## src/rtl/fifo_rd_ctrl.sv

```systemverilog
// Read side of an asynchronous FIFO: synchronises the write pointer, issues
// memory reads and presents the returned words through a 2-entry output buffer.
module fifo_rd_ctrl #(
  parameter int  DATASIZE = 8,
  parameter int  DEPTH    = 8,
  localparam int AW       = $clog2(DEPTH)
) (
  input  logic                rclk,
  input  logic                rrst,
  input  logic [AW:0]         wptr_gray,
  output logic                ren,
  output logic [AW-1:0]       raddr,
  input  logic [DATASIZE-1:0] rdata,
  output logic [AW:0]         rptr_gray,
  output logic                rempty,
  output logic [AW:0]         rcount,
  output logic                m_valid,
  input  logic                m_ready,
  output logic [DATASIZE-1:0] m_data
);

  function automatic logic [AW:0] gray2bin(input logic [AW:0] g);
    logic [AW:0] b;
    b[AW] = g[AW];
    for (int i = AW - 1; i >= 0; i--) b[i] = b[i+1] ^ g[i];
    return b;
  endfunction

  logic [AW:0]         wq1, wq2, wbin_s;
  logic [AW:0]         rbin, rbin_next;
  logic [1:0]          buf_cnt;
  logic                inflight;
  logic [DATASIZE-1:0] buf0, buf1;
  logic                pop;
  logic [2:0]          slots;

  // NOTE: every clocked process uses non-blocking assignments so all flops
  // sample pre-edge values, regardless of process ordering in simulation.
  always_ff @(posedge rclk) begin
    if (rrst) begin
      wq1 <= '0;
      wq2 <= '0;
    end else begin
      wq1 <= wptr_gray;
      wq2 <= wq1;
    end
  end

  assign wbin_s    = gray2bin(wq2);
  assign rempty    = (rbin == wbin_s);
  assign rcount    = wbin_s - rbin;
  assign raddr     = rbin[AW-1:0];
  assign rbin_next = rbin + {{AW{1'b0}}, ren};

  assign m_valid = (buf_cnt != 2'd0);
  assign m_data  = buf0;
  assign pop     = m_valid & m_ready;

  // Words already owned (buffered or in flight) once this cycle's pop leaves;
  // a new read is only issued if its word is guaranteed a buffer slot.
  assign slots = {1'b0, buf_cnt} + {2'b00, inflight} - {2'b00, pop};
  assign ren   = !rrst && !rempty && (slots < 3'd2);

  always_ff @(posedge rclk) begin
    if (rrst) begin
      rbin      <= '0;
      rptr_gray <= '0;
      inflight  <= 1'b0;
    end else begin
      rbin      <= rbin_next;
      rptr_gray <= rbin_next ^ (rbin_next >> 1);
      inflight  <= ren;
    end
  end

  // buf0 is always the oldest word; buf1 only ever holds the second one.
  always_ff @(posedge rclk) begin
    if (rrst) begin
      buf_cnt <= 2'd0;
      buf0    <= '0;
    end else begin
      buf_cnt <= buf_cnt + {1'b0, inflight} - {1'b0, pop};
      if (pop) begin
        buf0 <= (inflight && buf_cnt == 2'd1) ? rdata : buf1;
      end else if (inflight && buf_cnt == 2'd0) begin
        buf0 <= rdata;
      end
    end
  end

  // NOTE: buf1 is pure storage qualified by buf_cnt, so it carries no reset;
  // a stale value there is never observable.
  always_ff @(posedge rclk) begin
    if (inflight && ((pop && buf_cnt == 2'd2) || (!pop && buf_cnt == 2'd1))) begin
      buf1 <= rdata;
    end
  end

endmodule
```

## config.mk

```make
export PLATFORM = sky130hd
export DESIGN_NAME = fifo_rd_ctrl
export DESIGN_NICKNAME = d
export VERILOG_FILES = /design/src/rtl/fifo_rd_ctrl.sv
export SDC_FILE = /design/constraint.sdc
export NUM_CORES = 1
export LEC_CHECK = 0
export ABC_AREA = 1
export CORE_MARGIN = 4
export CORE_UTILIZATION = 49
export DETAILED_ROUTE_END_ITERATION = 8
export PLACE_DENSITY = 0.8
export RECOVER_POWER = 50
export SKIP_CTS_REPAIR_TIMING = 1
export SYNTH_ARGS = -nofsm -noshare
export SYNTH_HDL_FRONTEND = slang
export SYNTH_SLANG_ARGS = --single-unit
```

## constraint.sdc

```tcl
create_clock -name rclk -period 3.5 [get_ports rclk]
set_clock_uncertainty 0.05 [all_clocks]
set_input_delay 0.35 -clock rclk [delete_from_list [all_inputs] [get_ports rclk]]
set_output_delay 0.35 -clock rclk [all_outputs]
set_load 0.1 [all_outputs]
```

Word level (Yosys, flattened, before mapping)
Index checks and enable logic that the tools add are counted.
W data, S select, Z words.

operators by class
  equal/unequal tests = 3
  add/subtract/negate cells = 6
  magnitude comparators = 1
  multiplexer cells = 3
  reduce and logical (&&, ||, !) cells = 14
  bitwise operators = 5

operator list
  operator              number
  $mux W8               3
  $logic_and A1 B1 Y1   7
  $add A4 B1 Y4         1
  $eq A4 B4 Y1          1
  $reduce_bool A2 Y1    2
  $sub A4 B4 Y4         1
  $xor A4 B3 Y4         1
  $add A2 B1 Y3         1
  $logic_not A1 Y1      3
  $lt A3 B2 Y1 const B  1
  $sub A3 B1 Y3         1
  $xor A1 B1 Y1         3
  $add A2 B1 Y2         1
  $eq A2 B1 Y1 const B  1
  $eq A2 B2 Y1 const B  1
  $logic_not A2 Y1      1
  $sub A2 B1 Y2         1
  $and A1 B1 Y1         1
  $logic_or A1 B1 Y1    1

storage, ports and cells
  input port bits = 15
  register bits after elaboration = 35
  word-level logic and storage cells = 40

Longest topological paths before layout
  depth in word-level cells = 9
  mapped depth = 18
  gate-level depth less buffers = 18

Worst setup path after synthesis
OpenSTA, ideal clock, no wires.

  path kind = register to register
  from = reg rbin[0]
  to = reg rptr_gray[1]
  period minus slack after synthesis = 6.600 ns
  library setup time = 0.122 ns
  path buffers = 0
  arrival time = 6.428 ns
  cell stages (with the launch flop) = 12
  path slack = -3.100 ns
  required time = 3.328 ns
  path through = dfxtp_1 -> ha_1 -> inv_1 -> nor3_1 -> nor2_1 -> ha_1 -> ha_1 -> xor2_1 -> nand2_1 -> inv_1 -> nand2_1 -> o21ai_0

on the way
  cells in the longest elaborated chain, start to end = 6

ends and longest elaborated chain
  element                            RTL line  RTL
  start, declared                    30        logic [AW:0] rbin, rbin_next;
  start signal, assigned             70        rbin <= rbin_next;
  $eq A4 B4 Y1                       50        assign rempty = (rbin == wbin_s);
  named net rempty                   15        output logic rempty,
  $logic_not A1 Y1                   62        assign ren = !rrst && !rempty && (slots < 3'd2);
  $logic_and A1 B1 Y1 (2 in series)  62
  named net ren                      11        output logic ren,
  $add A4 B1 Y4                      53        assign rbin_next = rbin + {{AW{1'b0}}, ren};
  $xor A4 B3 Y4                      71        rptr_gray <= rbin_next ^ (rbin_next >> 1);
  end signal, assigned               71
  end, declared                      14        output logic [AW:0] rptr_gray,

The timed path passes the listed nets, and every way through them passes these cells.
A chain may end at the register's enable or synchronous reset.

Worst setup path in the final report
  from = in m_ready
  to = out ren

on the way
  cells in the longest elaborated chain, start to end = 4

ends and longest elaborated chain
  element              RTL line  RTL
  start, declared      18        input logic m_ready,
  $and A1 B1 Y1        57        assign pop = m_valid & m_ready;
  $sub A3 B1 Y3        61        assign slots = {1'b0, buf_cnt} + {2'b00, inflight} - {2'b00, pop};
  $lt A3 B2 Y1         62
  $logic_and A1 B1 Y1  62
  end, declared        11

No other way between the ends.

==> Flow_metrics.wiki <==
{| class="wikitable"
! Metric !! Value
|-
| Synth-to-Final Area Change || 34.6%
|-
| Drc violations || 0
|-
| Synth warn || 0
|-
| Antenna violations before repair || 0
|-
| Total area of multi-input combinational cells || 699 µm²
|-
| Root Driver || clkbuf_4
|-
| Final-stage net count || 252
|-
| Cell type of the slowest stage on the worst timing path || dlygate4sd3_1
|-
| Fill cell total of the finished layout || 259
|-
| Die Y || 64.7 µm
|-
| FF/Latch Area || 764 µm²
|-
| Transition time at the pin with the least slew margin || 0.981 ns
|-
| Fmax achieved || 319 MHz
|-
| Total Die Area || 4180 µm²
|-
| TritonCTS clock tree || done
|-
| H-tree depth || 2
|-
| Port bufs || 36
|-
| Wire length per cell || 10.2 µm
|-
| Vias per inst || 4.53
|-
| Hold Path Class || flip-flop to flip-flop
|-
| Cell area after synthesis || 1570 µm²
|-
| Cell depth of the worst flop-to-flop path || 17
|-
| DR vias || 1238
|-
| Category of the worst setup path capture point || output port
|-
| Worst Path Arrival || 2.73 ns
|-
| Setup TNS || 0 ns
|-
| EDFF count, synth || 8
|-
| Clock slew seen by the registers of the worst setup and hold paths || 0.09 ns
|-
| Initial core utilization || 51.5%
|-
| Diodes inserted || 0
|-
| Gr ovfl total || 0
|-
| Register bit total from synthesis || 34
|-
| Fraction of layout cells with a size suffix above 1 || 14.4%
|-
| Aggregate routed wire length || 2790 µm
|-
| Final number of max-transition violations || 0
|-
| Inserted Clock Buffers || 5
|-
| Average cell area after synthesis || 8.37 µm²
|-
| Biggest cell delay along the critical path || 0.60 ns
|-
| Worst relative slew slack || 34.4%
|-
| Worst hold-check slack || 0.349 ns
|-
| Launching element type of the critical path || input port
|-
| Horizontal die dimension || 64.7 µm
|-
| Number of detailed-route iterations in the first pass || 6
|-
| Primary FF master, synth || dfxtp_1
|-
| Routed Antenna Nets || 0
|-
| CP cell instances || dlygate4sd3_1 -> inv_1 -> nor2_4 -> ha_1 -> inv_1 -> ha_1 -> fa_1 -> a21oi_1 -> o211ai_1 -> nor2_4 -> buf_12
|-
| Status || finished clean
|-
| Final hold violation count || 0
|-
| Largest driver fanout on the critical path || 3
|-
| Synth unique cells || 22
|-
| Gp weighted congestion || 0.804
|-
| Min Tclk post-route || 3.13 ns
|-
| CTS sink count || 34
|-
| Vias in the first global route || 1205
|-
| Count of final setup violators || 0
|-
| Required arrival time at the worst endpoint || 3.10 ns
|-
| RSZ-0062 raised after global routing || no
|-
| Total Routing Usage GR || 16.1%
|-
| Type of the worst setup path || input port to output port
|-
| Skew-Pair Late Insertion Delay || 0.33 ns
|-
| Standard-cell row count || 20
|-
| Gate count of the mapped netlist || 188
|-
| Share of flip-flops with an asynchronous set or reset || 0%
|-
| Syn_nets || 212
|-
| Sequential cell area fraction in the yosys report || 48.4%
|-
| Ports || 37
|-
| Pin count of the biggest net entering global routing || 17
|-
| Initial detailed-routing violation count || 45
|-
| Number of buffers on the longest clock path || 2
|-
| Placeable core area || 3050 µm²
|-
| First-pass GRT wire length || 5130 µm
|-
| Maxcap violations || 0
|-
| Total half-perimeter wirelength after legalization and detailed placement || 2180 µm
|-
| Instance count along the most critical hold path || 2
|-
| Fin crit share || 89.6%
|}
[path summary, 6_finish.rpt]
kind                                 start           end  slack [ns]
worst min-delay path                wq1[3]        wq2[3]        0.35
worst max-delay path               m_ready           ren        0.37
worst min register to register      wq1[3]        wq2[3]        0.35
worst max register to register  buf_cnt[1]  rptr_gray[2]        0.62
[logic make-up (layout without fill, tap and decap cells)]
kind of cell               Yosys count  in the layout  share of synthesized area, %
AOI/OAI and AO/OA                   24             24                          7.80
xor gates and xnor gates             7              7                          3.90
adders and majority gates            9              9                          8.11
buffers and inverters               43             84                          11.7
DFF                                 34             34                          48.4
and+or+nand+nor                     71             71                          20.1
[synth_stat cells, types with 2 or more instances]
cell / count / area share [%]
nand2_4: 2 / 1.4
edfxtp_1: 8 / 15
xor2_1: 4 / 2.2
xnor2_1: 3 / 1.7
nor2_1: 31 / 7.4
inv_1: 36 / 8.6
o21ai_0: 10 / 3.2
nand2_1: 24 / 5.7
inv_2: 2 / 0.48
nor2_4: 2 / 1.4
dfxtp_1: 26 / 33
fa_1: 2 / 2.5
nand3_1: 10 / 3.2
ha_1: 7 / 5.6
buf_6: 3 / 2.1
a21oi_1: 12 / 3.8
[state kept, by name, summed over array words and instances (netlist names)]
name,flops
buf1,8
m_data,8
rptr_gray,4
wq1,4
wq2,4
rbin,3
buf_cnt,2
inflight,1
[area by class of cell]
| type | count | share of cell area, % |
|---|---|---|
| flip-flops and latches | 34 | 36.1 |
| repair buffers | 38 | 17.4 |
| clock buffers | 8 | 3.78 |
| well taps | 44 | 2.60 |
| inverters | 38 | 7.03 |
| multi-input cells | 111 | 33.0 |
[per-stage QoR]
stage | cells | utilization (%) | area, µm² | setup slack [ns]
after floorplan | 188 | - | 1650 | -0.344
after global placement | 265 | 66.8 | 2040 | 0.297
after detailed placement | 265 | 66.8 | 2040 | 0.209
after CTS | 273 | 69.5 | 2120 | 0.480
after global routing | 273 | 69.3 | 2120 | 0.282
final | 273 | 69.3 | 2120 | 0.365
[cell usage in the layout (no fill, tap or decap), drive strengths merged, types with 4 or more instances in the layout]
cell type,n
edfxtp,8
clkdlybuf4s50,20
dfxtp,26
dlygate4sd3,10
nor2,33
clkbuf,9
nand2,26
a21oi,12
buf,7
nand3,11
xor2,4
ha,7
inv,37
o21ai,11
[worst max-delay path: cells and delay by family]
| family | cells | cell delay [ns] |
|---|---|---|
| buffers and inverters | 4 | 0.94 |
| adders and majority gates | 3 | 0.84 |
| AOI/OAI and AO/OA | 2 | 0.33 |
| and+or+nand+nor | 2 | 0.25 |
[metal layers]
layer / share of wire [%] / vias up / track usage (%)
li1: - / 660 / -
met1: 46 / 539 / 18.3
met2: 46 / 31 / 27.2
met3: 5.1 / 8 / 5.72
met4: 2.3 / 0 / 7.12
met5: 0 / - / 0
Power is left out: the tool's default activity adds up to more than one toggle a clock period on the data nets, which glitch-free logic cannot reach.
